<file path="src/rtl/hazard_controller_pkg.sv">
// rtl/hazard_controller_pkg.sv - shared pipeline types and constants for hazard control
package hazard_controller_pkg;

    typedef enum logic {
        ST_RUN      = 1'b0,
        ST_MEM_WAIT = 1'b1
    } hz_state_t;

    localparam logic [31:0] NOP_INSTR = 32'h00000013;
    localparam logic [4:0]  REG_X0    = 5'd0;

    // A load in X feeds a source the instruction in D really reads; x0 never creates a dependency
    function automatic logic is_load_use(
        input logic       x_is_load,
        input logic       x_reg_write,
        input logic [4:0] x_rd,
        input logic       d_uses_rs1,
        input logic [4:0] d_rs1,
        input logic       d_uses_rs2,
        input logic [4:0] d_rs2
    );
        return x_is_load && x_reg_write && (x_rd != REG_X0) &&
               ((d_uses_rs1 && (d_rs1 == x_rd)) || (d_uses_rs2 && (d_rs2 == x_rd)));
    endfunction

endpackage

</file>
<file path="src/rtl/hazard_controller_sat_counter.sv">
// rtl/hazard_controller_sat_counter.sv - saturating up-counter with synchronous clear
module sat_counter #(
    parameter int W = 32
) (
    input  logic         clock,
    input  logic         reset,
    input  logic         i_clear,
    input  logic         i_inc,
    output logic [W-1:0] o_count
);

    logic [W-1:0] r_count;

    // Count up on i_inc, stick at all-ones, clear has priority over increment
    always_ff @(posedge clock or posedge reset) begin
        if (reset) begin
            r_count <= '0;
        end else if (i_clear) begin
            r_count <= '0;
        end else if (i_inc && (r_count != {W{1'b1}})) begin
            r_count <= r_count + 1'b1;
        end
    end

    assign o_count = r_count;

endmodule

</file>
<file path="src/rtl/hazard_controller.sv">
// rtl/hazard_controller.sv - stall/flush/freeze sequencer for the 5-stage pipeline
module hazard_controller
    import hazard_controller_pkg::*;
#(
    parameter int CNT_W       = 32,
    parameter int MEM_TIMEOUT = 64
) (
    input  logic             clock,
    input  logic             reset,
    input  logic [4:0]       i_d_rs1,
    input  logic [4:0]       i_d_rs2,
    input  logic             i_d_uses_rs1,
    input  logic             i_d_uses_rs2,
    input  logic [4:0]       i_x_rd,
    input  logic             i_x_reg_write,
    input  logic             i_x_is_load,
    input  logic             i_x_redirect,
    input  logic             i_m_mem_req,
    input  logic             i_m_mem_ready,
    output logic             o_pc_hold,
    output logic             o_fd_hold,
    output logic             o_fd_flush,
    output logic             o_dx_bubble,
    output logic             o_dx_flush,
    output logic             o_freeze,
    output logic [CNT_W-1:0] o_stall_cycles,
    output logic [CNT_W-1:0] o_flush_count,
    output logic             o_mem_timeout_err
);

    localparam int                WAIT_W     = $clog2(MEM_TIMEOUT + 1);
    localparam logic [WAIT_W-1:0] TIMEOUT_M1 = WAIT_W'(MEM_TIMEOUT - 1);

    hz_state_t          r_state;
    hz_state_t          w_state_next;
    logic               r_mem_timeout_err;
    logic               w_load_use;
    logic               w_mem_stall;
    logic               w_wait_inc;
    logic               w_wait_clr;
    logic [WAIT_W-1:0]  w_wait_cnt;

    assign w_load_use  = is_load_use(i_x_is_load, i_x_reg_write, i_x_rd,
                                     i_d_uses_rs1, i_d_rs1, i_d_uses_rs2, i_d_rs2);
    assign w_mem_stall = i_m_mem_req && !i_m_mem_ready;

    // State register
    always_ff @(posedge clock or posedge reset) begin
        if (reset) begin
            r_state <= ST_RUN;
        end else begin
            r_state <= w_state_next;
        end
    end

    // Next state: enter the wait on an unfinished access, leave on completion or cancel
    always_comb begin
        w_state_next = r_state;
        case (r_state)
            ST_RUN:      if (w_mem_stall) w_state_next = ST_MEM_WAIT;
            ST_MEM_WAIT: if (!w_mem_stall) w_state_next = ST_RUN;
            default:     w_state_next = ST_RUN;
        endcase
    end

    // Control outputs: memory wait beats redirect beats load-use; all quiet while in reset
    always_comb begin
        o_pc_hold   = 1'b0;
        o_fd_hold   = 1'b0;
        o_fd_flush  = 1'b0;
        o_dx_bubble = 1'b0;
        o_dx_flush  = 1'b0;
        o_freeze    = 1'b0;
        if (!reset) begin
            case (r_state)
                ST_RUN: begin
                    if (w_mem_stall) begin
                        o_freeze  = 1'b1;
                        o_pc_hold = 1'b1;
                        o_fd_hold = 1'b1;
                    end else if (i_x_redirect) begin
                        // D holds a wrong-path instruction, so its load-use is irrelevant
                        o_fd_flush = 1'b1;
                        o_dx_flush = 1'b1;
                    end else if (w_load_use) begin
                        o_pc_hold   = 1'b1;
                        o_fd_hold   = 1'b1;
                        o_dx_bubble = 1'b1;
                    end
                end
                ST_MEM_WAIT: begin
                    o_freeze  = 1'b1;
                    o_pc_hold = 1'b1;
                    o_fd_hold = 1'b1;
                end
                default: ;
            endcase
        end
    end

    // wait_cnt is zero in RUN; it counts completed wait cycles of the current access
    assign w_wait_inc = ((r_state == ST_RUN) && w_mem_stall) ||
                        ((r_state == ST_MEM_WAIT) && w_mem_stall);
    assign w_wait_clr = (r_state == ST_MEM_WAIT) && !w_mem_stall;

    sat_counter #(.W(CNT_W)) u_stall_cnt (
        .clock   (clock),
        .reset   (reset),
        .i_clear (1'b0),
        .i_inc   (o_pc_hold),
        .o_count (o_stall_cycles)
    );

    sat_counter #(.W(CNT_W)) u_flush_cnt (
        .clock   (clock),
        .reset   (reset),
        .i_clear (1'b0),
        .i_inc   (o_fd_flush),
        .o_count (o_flush_count)
    );

    sat_counter #(.W(WAIT_W)) u_wait_cnt (
        .clock   (clock),
        .reset   (reset),
        .i_clear (w_wait_clr),
        .i_inc   (w_wait_inc),
        .o_count (w_wait_cnt)
    );

    // Sticky timeout flag: sets on the edge that completes the MEM_TIMEOUT-th wait cycle
    always_ff @(posedge clock or posedge reset) begin
        if (reset) begin
            r_mem_timeout_err <= 1'b0;
        end else if (w_wait_inc && (w_wait_cnt == TIMEOUT_M1)) begin
            r_mem_timeout_err <= 1'b1;
        end
    end

    assign o_mem_timeout_err = r_mem_timeout_err;

endmodule

</file>
<file path="config.mk">
export PLATFORM = sky130hd
export DESIGN_NAME = hazard_controller
export DESIGN_NICKNAME = d
export VERILOG_FILES = /design/src/rtl/hazard_controller_pkg.sv /design/src/rtl/hazard_controller_sat_counter.sv /design/src/rtl/hazard_controller.sv
export SDC_FILE = /design/constraint.sdc
export NUM_CORES = 1
export LEC_CHECK = 0
export ABC_CLOCK_PERIOD_IN_PS = 2100
export CAP_MARGIN = 25
export CORE_MARGIN = 2
export CORE_UTILIZATION = 41
export CTS_BUF_LIST = sky130_fd_sc_hd__clkbuf_16
export CTS_CLUSTER_SIZE = 8
export DETAILED_ROUTE_END_ITERATION = 8
export GPL_TIMING_DRIVEN = 0
export PLACE_DENSITY = 0.73
export SYNTH_ARGS = -nofsm -noshare
export SYNTH_HDL_FRONTEND = slang
export SYNTH_HIERARCHICAL = 1
export SYNTH_SLANG_ARGS = --single-unit
export TNS_END_PERCENT = 1
</file>
<file path="constraint.sdc">
create_clock -name clock -period 2.1 [get_ports clock]
set_input_delay 0.42 -clock clock [delete_from_list [all_inputs] [get_ports clock]]
set_output_delay 0.42 -clock clock [all_outputs]
set_load 0.005 [all_outputs]
</file>
==> impl_metrics.ini <==
[hold_path]
hp-class = input port to asynchronous set/reset pin

[yosys]
synth_edf_count = 0
avgSynthCellArea_um2 = 9.37
syn_area_mm2 = 0.00417
synth_top_area_share_pct = 43.8
netlist_top_cells_count = dfrtp_1, a21oi_1, o31ai_1, or4_1
ys.flop_type = dfrtp_1
ys_top_cells_by_area = dfrtp_1, a21oi_1, o31ai_1, or4_1, or3_1
synth_most_common_cell = dfrtp_1
ys_warn_count = 6
ys_seq_area_share_pct = 43.8
postSynthCellCount = 445
yosysTopAreaCell = dfrtp_1
synth_cell_type_count = 55
async_reset_ff_share_pct = 100
ys_ff_latch = 73

[timing]
worst_clock_skew_ps = 8.46
timing.final.ws_setup_ps = -340
rsz0062_at_grt = true
relSlewSlack_pct = 59.2
tightest_slew_ps = 612
clock.fmax_mhz = 410
setup_viol = 54
timing.final.max_slew_violations = 0
finalHoldViolations = 0
finalCritPeriodShare_pct = 116
period_minus_slack_ps = 2440

[drt]
vias = 4203
firstDrtPassIters = 5
drt_iter0_markers = 179
avgRoutedWirePerCell_um = 16.5
viasPerCell = 5.85
route.final.wire_length_mm = 11.9
detail-route-antenna-nets = 0
drc = 0

[power]
power_density_mw_per_mm2 = 532
design_power_total_mw = 3.39
switching_share_pct = 23.1
p_seq_share_pct = 43.0
p_int_mw = 2.61
power_frac_comb_pct = 8.7
leakage_nw = 2.39
p_switching_mw = 0.783
p_clk_share_pct = 48.3
ir_worst_vdd_mv = 0.321

[layout]
instances_no_fill = 719
antenna_cells = 0
layout.nets = 608
final.fill_count = 796
drive_above_1_share_pct = 26.1
finalInstanceArea_mm2 = 0.00637
area_growth_pct = 52.9

[global_route]
grt_antenna_before_repair = 0
grt_max_degree = 21
grt_pass1_wl_mm = 18.7
grt_pass1_vias = 4034
grt_usage_pct = 20.5
grt_overflow = 0

[clock_network]
htreeDepth = 3
cts_sinks = 73
cts_made_buffers = 9
worstSkewPairLatency_ps = 330
path_clk_slew_ps = 60
clockRootBuffer = clkbuf_16
tritoncts = done
clockBufferDepth = 2

[floorplanning]
die_area_mm2 = 0.0110
dieHeight_um = 105
io_pins = 95
rows = 36
start_util_pct = 42.5
die_w_um = 105
core-area_mm2 = 0.00982

[placement]
dp_hpwl_mm = 7.90
gp_congestion = 0.844
placement.cell_area_mm2 = 0.00539
portBuffers = 94
place_inst = 683

[setup_path]
worstPathRequired_ps = 2360
cp_slowest_stage_delay_ps = 420
critPathLaunchType = input port
criticalPathCategory = input port to register
worstSetupEndpointType = register
crit_top_cell = buf_6
crit_arrival_ps = 2700
worstPathMaxFanout = 10
cpMaxStageDelayCell = or3_4
cp.buffers_inverters = 4
crit_family = simple AND/OR/NAND/NOR gates
path_cells = buf_8, xor2_4, nor4_4, a32oi_4, o22ai_4, buf_6, inv_2, or3_4, buf_6, or4_1, a21oi_2

[run]
maxCapViolCount = 0

[run_status]
status = complete, but fails checks
violations = setup timing
-- flip-flops by register name, indices dropped and copies added, names as in the netlist --
name                 count
r_state                  1
o_mem_timeout_err        1
u_wait_cnt/o_count       7
u_stall_cnt/o_count     32
u_flush_cnt/o_count     32
-- final timing paths --
kind	start	endpoint	slack, ps	cells after the start
worst max-delay path	i_d_rs2[0]	u_stall_cnt/o_count[20]$_DFFE_PP0P_	-340	11
worst max register to register	u_stall_cnt/o_count[0]$_DFFE_PP0P_	u_stall_cnt/o_count[20]$_DFFE_PP0P_	-320	7
max in group asynchronous	reset	u_stall_cnt/o_count[0]$_DFFE_PP0P_	1100	3
worst min-delay path	reset	r_state$_DFF_PP0_	250	2
min in group clock	o_mem_timeout_err$_DFFE_PP0P_	o_mem_timeout_err$_DFFE_PP0P_	470	1
worst min register to register	o_mem_timeout_err$_DFFE_PP0P_	o_mem_timeout_err$_DFFE_PP0P_	470	1
-- cells in the final DEF (no fill, tap or decap), types with 3 or more instances in the layout --
cell / synthesis / routed
nand2_1: 25 / 22
or4_4: 2 / 8
nor2_1: 17 / 16
xor2_2: 0 / 5
nor4_2: 1 / 4
buf_2: 2 / 6
o21ai_0: 25 / 23
o41ai_4: 0 / 4
nor3_4: 0 / 3
conb_1: 1 / 10
clkbuf_2: 0 / 4
clkbuf_1: 8 / 7
inv_1: 19 / 16
and4_1: 9 / 9
a21oi_1: 56 / 46
buf_4: 2 / 17
xor2_1: 10 / 3
nand4_1: 14 / 14
nor4_4: 0 / 3
and3_1: 8 / 7
dlygate4sd2_1: 0 / 8
clkbuf_16: 0 / 9
clkdlybuf4s50_1: 0 / 70
xnor2_1: 6 / 4
nand3_1: 20 / 14
buf_6: 2 / 13
nor2b_1: 4 / 4
o31ai_1: 30 / 20
a21oi_2: 1 / 11
nand3_2: 0 / 5
mux2i_1: 3 / 3
or3_1: 24 / 24
inv_2: 0 / 3
dfrtp_1: 73 / 65
o31ai_2: 0 / 9
or4_1: 29 / 23
dfrtp_2: 0 / 8
-- worst register-to-register path: stages (launching register included) --
cell     delay, ps
dfrtp_1        410
ha_2           220
nand2_2        110
or4_4          520
or3_4          400
buf_6          160
or4_1          420
a21oi_2        140
-- area by class of cell --
type                            instances  area (µm²)  share of cell area (%)
Tap cell                              133         166                    2.61
Clock inverter                          7        93.8                    1.47
Buffer                                 15        95.1                    1.49
Inverter                               19        71.3                    1.12
Sequential cell                        73        1840                    28.8
Timing Repair Buffer                  116        1120                    17.6
Clock buffer                            9         225                    3.53
Multi-Input combinational cell        347        2770                    43.4
-- repair_timing --
action | CTS | global route
hold buffers | 0 | 0
gates resized for setup | 105 | 82
buffers inserted | 18 | 2
pin swaps | 31 | 30
setup endpoints to repair | 70 | 70
-- power by group through the flow --
stage / combinational (mW) / sequential (mW) / clock (mW)
2_1_floorplan: 0.129 / 1.48 / 0
3_3_place_gp: 0.221 / 1.48 / 0
3_5_place_dp: 0.239 / 1.48 / 0
4_1_cts: 0.274 / 1.46 / 1.66
5_1_grt: 0.328 / 1.46 / 1.73
6_report: 0.295 / 1.46 / 1.64
-- cell families (layout without fill, tap and decap cells) --
family	count (synthesis)	count (layout)	synth area share, %
adders and majority gates	3	3	0.900
DFF	73	73	43.8
other	1	10	0.0899
and+or+nand+nor	178	178	26.1
xor gates and xnor gates	16	16	3.36
AOI/OAI and AO/OA	135	135	20.6
muxes	5	5	1.44
buffers and inverters	34	166	3.66
-- layer usage --
metal  track usage, %  wire length (µm)  vias up
met1             24.8              4980     2050
met4             7.52               145        0
li1                 -                 -     1994
met5                0                 0        -
met2             35.5              6060      141
met3             4.99               672       18
-- stage by stage --
stage               setup TNS (ps)  setup slack (ps)  utilization [%]  hold slack, ps
floorplan                   -10850              -473                -             166
global placement            -67450             -1520             54.3             459
detailed placement          -69580             -1580             54.9             459
CTS                         -15120              -464             61.7             260
global route                -15610              -435             64.9             267
finish                       -8990              -340             64.9             252
(Power assumes the default switching activity.)
